$ cat config.mk
export PLATFORM = sky130hd
export DESIGN_NAME = mem_copy_master
export DESIGN_NICKNAME = d
export VERILOG_FILES = /design/src/rtl/mem_copy_master_pkg.sv /design/src/rtl/mem_req_watchdog.sv /design/src/rtl/mem_copy_master.sv
export SDC_FILE = /design/constraint.sdc
export NUM_CORES = 1
export LEC_CHECK = 0
export ABC_CLOCK_PERIOD_IN_PS = 2160
export CORE_MARGIN = 2
export CORE_UTILIZATION = 45
export CTS_CLUSTER_DIAMETER = 120
export DETAILED_ROUTE_END_ITERATION = 10
export PLACE_DENSITY = 0.74
export SLEW_MARGIN = 20
export SYNTH_ARGS = -nofsm -noshare
export SYNTH_HDL_FRONTEND = slang
export SYNTH_SLANG_ARGS = --single-unit
$ cat constraint.sdc
create_clock -name clk -period 2.16 [get_ports clk]
set_input_delay 0.324 -clock clk [delete_from_list [all_inputs] [get_ports clk]]
set_output_delay 0.324 -clock clk [all_outputs]
set_load 0.05 [all_outputs]
$ cat src/rtl/mem_copy_master_pkg.sv
// Shared definitions for the word-granular memory copy master:
// FSM state encoding, write-strobe constants and the address stride.
package mem_copy_master_pkg;

    typedef enum logic [2:0] {
        IDLE,
        RD,
        RD_GAP,
        WR,
        WR_GAP
    } state_t;

    localparam logic [3:0]  WSTRB_READ = 4'h0;
    localparam logic [3:0]  WSTRB_WORD = 4'hF;
    localparam logic [31:0] WORD_BYTES = 32'd4;

endpackage

$ cat src/rtl/mem_req_watchdog.sv
// Per-request wait counter for native-interface bus masters. The count
// restarts whenever 'clear' is high and advances on every 'enable' cycle.
// 'expired' is raised in the cycle that would bring the count to TIMEOUT,
// so a master holding a registered mem_valid can drop it exactly after
// TIMEOUT request cycles. TIMEOUT = 0 disables expiry.
module mem_req_watchdog #(
    parameter int unsigned TIMEOUT = 256
) (
    input  logic clk,
    input  logic reset,
    input  logic clear,
    input  logic enable,
    output logic expired
);

    localparam int CW    = (TIMEOUT < 2) ? 1 : $clog2(TIMEOUT);
    localparam int LIMIT = (TIMEOUT == 0) ? 0 : int'(TIMEOUT) - 1;

    logic [CW-1:0] count;

    // Count request cycles that ended without an accepted mem_ready.
    always_ff @(posedge clk) begin
        if (reset || clear) begin
            count <= '0;
        end else if (enable && (TIMEOUT != 0)) begin
            count <= count + 1'b1;
        end
    end

    assign expired = (TIMEOUT != 0) && enable && (count == CW'(LIMIT));

endmodule

$ cat src/rtl/mem_copy_master.sv
// Block-copy bus master: for every word, one read from the source address
// followed by one write of that word to the destination address, with a
// mandatory idle cycle on mem_valid after every request. All bus outputs
// are registered and held constant while mem_valid is high.
module mem_copy_master
    import mem_copy_master_pkg::*;
#(
    parameter int          LEN_WIDTH = 16,
    parameter int unsigned TIMEOUT   = 256
) (
    input  logic                 clk,
    input  logic                 reset,
    input  logic                 start,
    input  logic [31:0]          src_addr,
    input  logic [31:0]          dst_addr,
    input  logic [LEN_WIDTH-1:0] len,
    output logic                 busy,
    output logic                 done,
    output logic                 error,
    output logic [LEN_WIDTH-1:0] words_done,
    output logic                 mem_valid,
    input  logic                 mem_ready,
    output logic [31:0]          mem_addr,
    output logic [31:0]          mem_wdata,
    output logic [3:0]           mem_wstrb,
    input  logic [31:0]          mem_rdata
);

    state_t               state;
    logic [31:0]          src_q;
    logic [31:0]          dst_q;
    logic [LEN_WIDTH-1:0] len_q;
    logic [31:0]          buffer;
    logic                 first_q;
    logic                 in_request;
    logic                 accept;
    logic                 expired;
    logic [3:0]           unused_addr_bits;

    // Copies are word-granular, so the byte offset of both addresses is dropped.
    assign unused_addr_bits = {src_addr[1:0], dst_addr[1:0]};

    // A responder may still be holding mem_ready from the previous request
    // during the first cycle of a new one, so that cycle never completes.
    assign in_request = (state == RD) || (state == WR);
    assign accept     = in_request && mem_valid && mem_ready && !first_q;

    mem_req_watchdog #(
        .TIMEOUT (TIMEOUT)
    ) u_watchdog (
        .clk     (clk),
        .reset   (reset),
        .clear   (!in_request),
        .enable  (in_request && !accept),
        .expired (expired)
    );

    // Copy sequencer: steps through read, gap, write, gap for each word and
    // drives every bus and status output from registers.
    always_ff @(posedge clk) begin
        if (reset) begin
            state      <= IDLE;
            src_q      <= '0;
            dst_q      <= '0;
            len_q      <= '0;
            buffer     <= '0;
            first_q    <= 1'b0;
            busy       <= 1'b0;
            done       <= 1'b0;
            error      <= 1'b0;
            words_done <= '0;
            mem_valid  <= 1'b0;
            mem_addr   <= '0;
            mem_wdata  <= '0;
            mem_wstrb  <= WSTRB_READ;
        end else begin
            done <= 1'b0;
            unique case (state)
                IDLE: begin
                    if (start) begin
                        error      <= 1'b0;
                        words_done <= '0;
                        if (len == '0) begin
                            done <= 1'b1;
                        end else begin
                            src_q     <= {src_addr[31:2], 2'b00};
                            dst_q     <= {dst_addr[31:2], 2'b00};
                            len_q     <= len;
                            busy      <= 1'b1;
                            state     <= RD;
                            first_q   <= 1'b1;
                            mem_valid <= 1'b1;
                            mem_addr  <= {src_addr[31:2], 2'b00};
                            mem_wdata <= '0;
                            mem_wstrb <= WSTRB_READ;
                        end
                    end
                end
                RD: begin
                    first_q <= 1'b0;
                    if (accept) begin
                        buffer    <= mem_rdata;
                        mem_valid <= 1'b0;
                        state     <= RD_GAP;
                    end else if (expired) begin
                        mem_valid <= 1'b0;
                        error     <= 1'b1;
                        busy      <= 1'b0;
                        state     <= IDLE;
                    end
                end
                RD_GAP: begin
                    state     <= WR;
                    first_q   <= 1'b1;
                    mem_valid <= 1'b1;
                    mem_addr  <= dst_q;
                    mem_wdata <= buffer;
                    mem_wstrb <= WSTRB_WORD;
                end
                WR: begin
                    first_q <= 1'b0;
                    if (accept) begin
                        words_done <= words_done + 1'b1;
                        src_q      <= src_q + WORD_BYTES;
                        dst_q      <= dst_q + WORD_BYTES;
                        mem_valid  <= 1'b0;
                        state      <= WR_GAP;
                        if ((words_done + 1'b1) == len_q) begin
                            done <= 1'b1;
                            busy <= 1'b0;
                        end
                    end else if (expired) begin
                        mem_valid <= 1'b0;
                        error     <= 1'b1;
                        busy      <= 1'b0;
                        state     <= IDLE;
                    end
                end
                WR_GAP: begin
                    if (words_done == len_q) begin
                        state <= IDLE;
                    end else begin
                        state     <= RD;
                        first_q   <= 1'b1;
                        mem_valid <= 1'b1;
                        mem_addr  <= src_q;
                        mem_wdata <= '0;
                        mem_wstrb <= WSTRB_READ;
                    end
                end
                default: begin
                    state     <= IDLE;
                    mem_valid <= 1'b0;
                    busy      <= 1'b0;
                end
            endcase
        end
    end

endmodule
==> results.py, run 1 <==
metrics = {
    "outcome": {
        "status": "finished, final reports clean",
    },
    "die": {
        "die_height_um": 153,
        "die_w_um": 153,
        "die_area_um2": 23400,
        "core_area_um2": 21800,
        "start_util_pct": 45.7,
        "io_pins": 204,
        "rows": 54,
    },
    "cells_and_area": {
        "fillers": 1825,
        "antenna_cells": 0,
        "syn_to_final_growth_pct": 41.7,
        "final_cells": 1844,
        "drive_gt1_share_pct": 17.3,
        "final_nets": 1669,
    },
    "pwr": {
        "clkPwrFrac_pct": 39.9,
        "power_density_nw_per_um2": 657,
        "p_int_mw": 6.78,
        "switchingPower_mw": 2.51,
        "ir_drop_mv": 0.514,
        "power.leakage_nw": 5.18,
        "p_comb_share_pct": 16.3,
        "p_seq_share_pct": 43.8,
        "netSwitchingFraction_pct": 27.0,
    },
    "placed_design": {
        "place.gp.congestion": 0.906,
        "pre_cts_ws_ns": -0.387,
        "placed_cells": 1798,
        "hpwl_um": 21000,
        "port_buffers": 199,
    },
    "worst_setup_path": {
        "crit_arrival_ns": 2.59,
        "crit_required_ns": 2.60,
        "worstSetupPathType": "register to register",
        "cp-end-kind": "register",
        "path_max_fanout": 4,
        "regToRegSetupSlack_ns": 0.01,
        "crit_path_start_kind": "register",
    },
    "detailed_routing": {
        "drt-total-wl_um": 31900,
        "dr.first_iter.drc_count": 862,
        "dr.pass1.iters": 5,
        "vias_per_cell": 5.82,
        "vias": 10725,
        "drc": 0,
        "ant_nets": 0,
        "wire_per_inst_um": 17.3,
    },
    "cts": {
        "path_clk_slew_ns": 0.06,
        "cts_num_sinks": 204,
        "cts_tree": "done",
        "cts_buffers": 23,
        "clockBufferDepth": 3,
        "htreeDepth": 1,
        "ctsRootBufferMaster": "clkbuf_16",
        "hold_buffers": 0,
        "clock_latency_ns": 0.52,
    },
    "logic_synthesis": {
        "syn_inst": 1305,
        "synth_nets": 1425,
        "ys_types": 71,
        "synth_top_area_share_pct": 40.9,
        "synthTopCellsByCount": "237 x nand2_1, 204 x dfxtp_1, 155 x nor2_1",
        "synth-main-ff-cell": "dfxtp_1",
        "synth_seq_cells": 204,
        "syn_avg_cell_area_um2": 7.65,
        "yosys.cell_count.top_type": "nand2_1",
        "synth_area_leaders": "dfxtp_1 41%, nand2_1 8.9%, a21oi_1 7.5%",
        "synth_async_sr_flop_share_pct": 0,
        "synth_largest_area_cell": "dfxtp_1",
        "syn_area_um2": 9980,
        "yosysSeqAreaShare_pct": 40.9,
        "synth_edf_count": 0,
        "yosys_warnings": 0,
    },
    "timing": {
        "hold_viol": 0,
        "fmax_mhz": 466,
        "fin_crit_sh_pct": 99.4,
        "setup_viol": 0,
        "worst_pin_slew_ns": 0.609,
        "period_needed_ns": 2.15,
        "finClkSkew_ns": 0.00920,
        "rsz0062_at_grt": "yes",
        "setup_ws_ns": 0.0134,
        "drv_slew": 0,
        "slew_headroom_pct": 59.4,
    },
    "global_route": {
        "grt_pass1_wl_um": 50100,
        "grt_usage_pct": 25.3,
        "grt_max_degree": 122,
        "grt_pass1_vias": 10165,
        "antenna_found_initial": 0,
        "overflow": 0,
    },
    "min_path": {
        "hp-class": "primary input to register",
    },
    "job": {
        "max-cap-violations": 0,
    },
}
## metal layers
metal,up-vias,part of all wire (%),global-route usage [%]
met5,-,0,0
met4,0,2.5,7.63
met3,65,8.0,4.79
met2,441,47,42.2
met1,5067,42,33.3
li1,5152,-,-
## power groups by stage
stage          Sequential, mW  Clock [mW]  Combinational, mW
2_1_floorplan            4.31           0              0.589
3_3_place_gp             4.14           0               1.38
3_5_place_dp             4.14           0               1.39
4_1_cts                  4.06        3.76               1.41
5_1_grt                  4.09        3.92               1.62
6_report                 4.07        3.71               1.51
## logic make-up (layout without fill, tap and decap cells)
kind of cell | Yosys count | count (layout) | synth area share (%)
flip-flops | 204 | 204 | 40.9
multiplexers | 3 | 3 | 0.313
adder cells (fa/ha/maj) | 4 | 4 | 0.501
XOR/XNOR | 30 | 30 | 2.63
buffers and inverters | 113 | 372 | 5.35
AO/OA/AOI/OAI | 399 | 399 | 25.2
AND/OR/NAND/NOR | 552 | 552 | 25.1
## worst paths after layout
check / from / end / cells past startpoint
worst max register to register: dst_q[2] / dst_q[28] / 9
worst max-delay path: dst_q[2] / dst_q[28] / 9
worst min register to register: buffer[24] / buffer[24] / 2
worst min-delay path: reset / words_done[0] / 2
## sequential cells by signal, indices dropped and copies added (netlist names), 3 cells and up
name,flops
state,3
mem_addr,31
words_done,16
buffer,32
src_q,30
u_watchdog.count,8
dst_q,30
mem_wdata,32
len_q,16
## placed cells by master, fill, tap and decap left out, types with 10 or more instances in the layout
cell type / instances
dfxtp_1: 186
o31ai_1: 15
nand4_1: 13
buf_4: 108
dfxtp_2: 14
o21ai_0: 66
a31oi_1: 12
a211oi_1: 15
nor2_1: 140
buf_12: 14
a311oi_2: 13
a21oi_1: 148
a22oi_1: 71
and3_1: 10
nor3_1: 27
nand2_1: 237
nor2_2: 13
nand3_1: 26
a311oi_1: 23
xnor2_1: 12
clkbuf_16: 25
clkdlybuf4s50_1: 189
## layout make-up
cell class	count	area, um2	area share, %
timing repair buffer	326	3180	22.5
tap	280	350	2.48
multi-input combinational	988	5760	40.8
clock inverter	4	23.8	0.168
inverter	6	22.5	0.159
clock buffer	36	684	4.84
sequential	204	4120	29.1
## worst max-delay path, cell delays in order, from the launching register on
cell,delay (ns)
dfxtp_1,0.34
ha_2,0.20
nand3_1,0.11
or4_4,0.58
nor2_4,0.16
buf_4,0.13
nand3_1,0.11
o31ai_2,0.23
nand2_1,0.09
a21oi_1,0.12
## through the flow
stage | power, mW | hold WS (ns) | area (um2) | TNS, ns | util, %
4_1_cts | 9.23 | 0.118 | 13700 | 0 | 62.7
5_1_grt | 9.64 | 0.128 | 14100 | -0.350 | 64.8
2_1_floorplan | 4.90 | 0.431 | 10000 | -0.0906 | -
3_5_place_dp | 5.54 | 0.446 | 12900 | -43.28 | 59.3
3_3_place_gp | 5.52 | 0.439 | 12900 | -42.64 | 59.3
6_report | 9.29 | 0.139 | 14100 | 0 | 64.8
## repair_timing
| item | in CTS | in global routing |
|---|---|---|
| endpoints found under the setup margin | 74 | 92 |
| hold endpoints to repair | 0 | 0 |
| gates cloned | 0 | 4 |
| pin swaps | 5 | 6 |
| setup buffers | 0 | 3 |
| resized for setup | 11 | 73 |
Note: power is estimated with default switching activity, not from simulation.
==> run 2, diff against run 1 <==
--- a/config.mk
+++ b/config.mk
@@ -10,6 +10,7 @@
 export CORE_UTILIZATION = 45
 export CTS_CLUSTER_DIAMETER = 120
 export DETAILED_ROUTE_END_ITERATION = 10
+export MAX_ROUTING_LAYER = met4
 export PLACE_DENSITY = 0.74
 export SLEW_MARGIN = 20
 export SYNTH_ARGS = -nofsm -noshare
==> run 2 against run 1 <==
- clock power rose by 4%
- combinational power fell by 5%
- clock-buffer cell count fell by 2
- wire length fell by 3.4%
- worst setup slack improved by 0.0082 ns
- core utilization fell by 0.88 points
- fmax rose by 0.38%
- critical path type unchanged
- largest cell class unchanged
- highest routed layer unchanged
==> results.py, run 2 (synthesis results as in run 1) <==
metrics = {
    "cts": {
        "cts_num_sinks": 204,
        "cts_tree": "done",
        "clockBufferDepth": 3,
        "path_clk_slew_ns": 0.05,
        "htreeDepth": 1,
        "ctsRootBufferMaster": "clkbuf_16",
        "clock_latency_ns": 0.51,
        "cts_buffers": 23,
    },
    "worst_setup_path": {
        "regToRegSetupSlack_ns": 0.02,
        "crit_required_ns": 2.57,
        "timing.rr.start": "words_done[0]",
        "cp-end-kind": "register",
        "reg2reg_depth": 9,
        "path_max_fanout": 3,
        "reg2reg_to": "done",
        "crit_path_start_kind": "register",
        "crit_arrival_ns": 2.55,
        "worstSetupPathType": "register to register",
    },
    "cells_and_area": {
        "fillers": 1879,
        "final_cell_mix": "237 x nand2_1, 188 x clkdlybuf4s50_1, 183 x dfxtp_1, 151 x nor2_1, 147 x a21oi_1",
        "drive_gt1_share_pct": 15.8,
        "syn_to_final_growth_pct": 39.7,
        "final_common_cell": "nand2_1",
        "final_util_pct": 63.9,
        "reg.largest.list": "buffer: 32 flops, mem_wdata: 32 flops, mem_addr: 31 flops",
        "antenna_cells": 0,
        "finalInstanceArea_um2": 13900,
        "final_nets": 1666,
    },
    "min_path": {
        "worstHoldStart": "reset",
        "hold-path-endpoint": "words_done[3]",
        "hp-class": "primary input to register",
        "min_path_cells": 2,
    },
    "detailed_routing": {
        "wire_per_inst_um": 16.7,
        "vias_per_cell": 5.70,
        "vias": 10494,
        "drc": 0,
        "ant_nets": 0,
        "dr.pass1.iters": 5,
        "dr.first_iter.drc_count": 731,
        "drt-total-wl_um": 30800,
    },
    "timing": {
        "fin_crit_sh_pct": 99.0,
        "rsz0062_at_grt": "yes",
        "hold_viol": 0,
        "finClkSkew_ns": 0.00804,
        "holdWs_ns": 0.154,
        "worst_pin_slew_ns": 0.607,
        "drv_slew": 0,
        "setup_viol": 0,
        "period_needed_ns": 2.14,
        "slew_headroom_pct": 59.5,
        "fmax_mhz": 468,
    },
    "global_route": {
        "grt_usage_pct": 25.8,
        "overflow": 0,
        "grt_max_degree": 127,
        "grt_pass1_wl_um": 49500,
        "grt_pass1_vias": 9813,
        "antenna_found_initial": 0,
    },
    "die": {
        "die_area_um2": 23400,
        "io_pins": 204,
        "start_util_pct": 45.7,
        "core_area_um2": 21800,
        "die_w_um": 153,
        "die_height_um": 153,
        "rows": 54,
    },
    "outcome": {
        "status": "finished, final reports clean",
    },
    "pwr": {
        "ir_drop_mv": 0.565,
        "power.leakage_nw": 5.13,
        "finalPower_mw": 9.37,
        "power_density_nw_per_um2": 672,
    },
    "placed_design": {
        "port_buffers": 199,
        "hpwl_um": 20900,
        "placed_area_um2": 13000,
        "place.gp.congestion": 0.896,
    },
    "job": {
        "max-cap-violations": 0,
    },
}
-- run 2: final cells by class --
cell class                 instances  area [um2]  area share, %
multi-input combinational        988        5610           40.2
sequential                       204        4120           29.6
timing repair buffer             323        3110           22.3
clock buffer                      34         647           4.64
tap                              280         350           2.51
clock inverter                     7        91.3          0.655
inverter                           6        22.5          0.161
-- run 2: repair_timing --
action | in CTS | in global routing
resized for setup | 15 | 44
pin swaps | 5 | 15
setup buffers | 0 | 2
endpoints found under the setup margin | 69 | 84
hold buffers | 0 | 0
-- run 2: where the power goes --
part | internal, mW | switching [mW]
Combinational | 0.650 | 0.785
Sequential | 3.93 | 0.141
Clock | 2.31 | 1.55
Total | 6.89 | 2.48
-- run 2: critical path, stage by stage (launching register included) --
cell and delay, ns:
dfxtp_4 0.37, buf_4 0.13, nand4_2 0.11, buf_4 0.18, nor3_2 0.28, xnor2_1 0.11
nor4_1 0.21, and3_1 0.20, nand4_1 0.16, o31ai_2 0.30
-- run 2: metal layers --
metal / global-route usage, % / vias up / part of all wire, %
met5: - / - / 0
met4: 6.79 / 0 / 2.6
met3: 4.37 / 68 / 7.5
met2: 40.7 / 401 / 46
met1: 34.3 / 4892 / 44
li1: - / 5133 / -
-- run 2: per-stage QoR --
step / worst slack (ns) / std cells / TNS (ns)
floorplan: -0.0906 / 1305 / -0.0906
global placement: -0.319 / 1799 / -31.97
detailed placement: -0.345 / 1799 / -34.14
CTS: 0.00130 / 1840 / 0
global route: -0.106 / 1842 / -0.357
finish: 0.0215 / 1842 / 0
-- run 2: worst max path at each step --
stage / startpoint / to
floorplan: words_done[4] / busy
global placement: len[10] / src_q[12]
detailed placement: len[10] / mem_addr[7]
CTS: words_done[0] / busy
global route: words_done[0] / done
finish: words_done[0] / done
==> run 3, diff against run 2 <==
--- a/config.mk
+++ b/config.mk
@@ -12,7 +12,6 @@
 export DETAILED_ROUTE_END_ITERATION = 10
 export MAX_ROUTING_LAYER = met4
 export PLACE_DENSITY = 0.74
-export SLEW_MARGIN = 20
 export SYNTH_ARGS = -nofsm -noshare
 export SYNTH_HDL_FRONTEND = slang
 export SYNTH_SLANG_ARGS = --single-unit
==> results of run 3 <==
The final DEF is identical to that of run 2; final timing and power are the same.
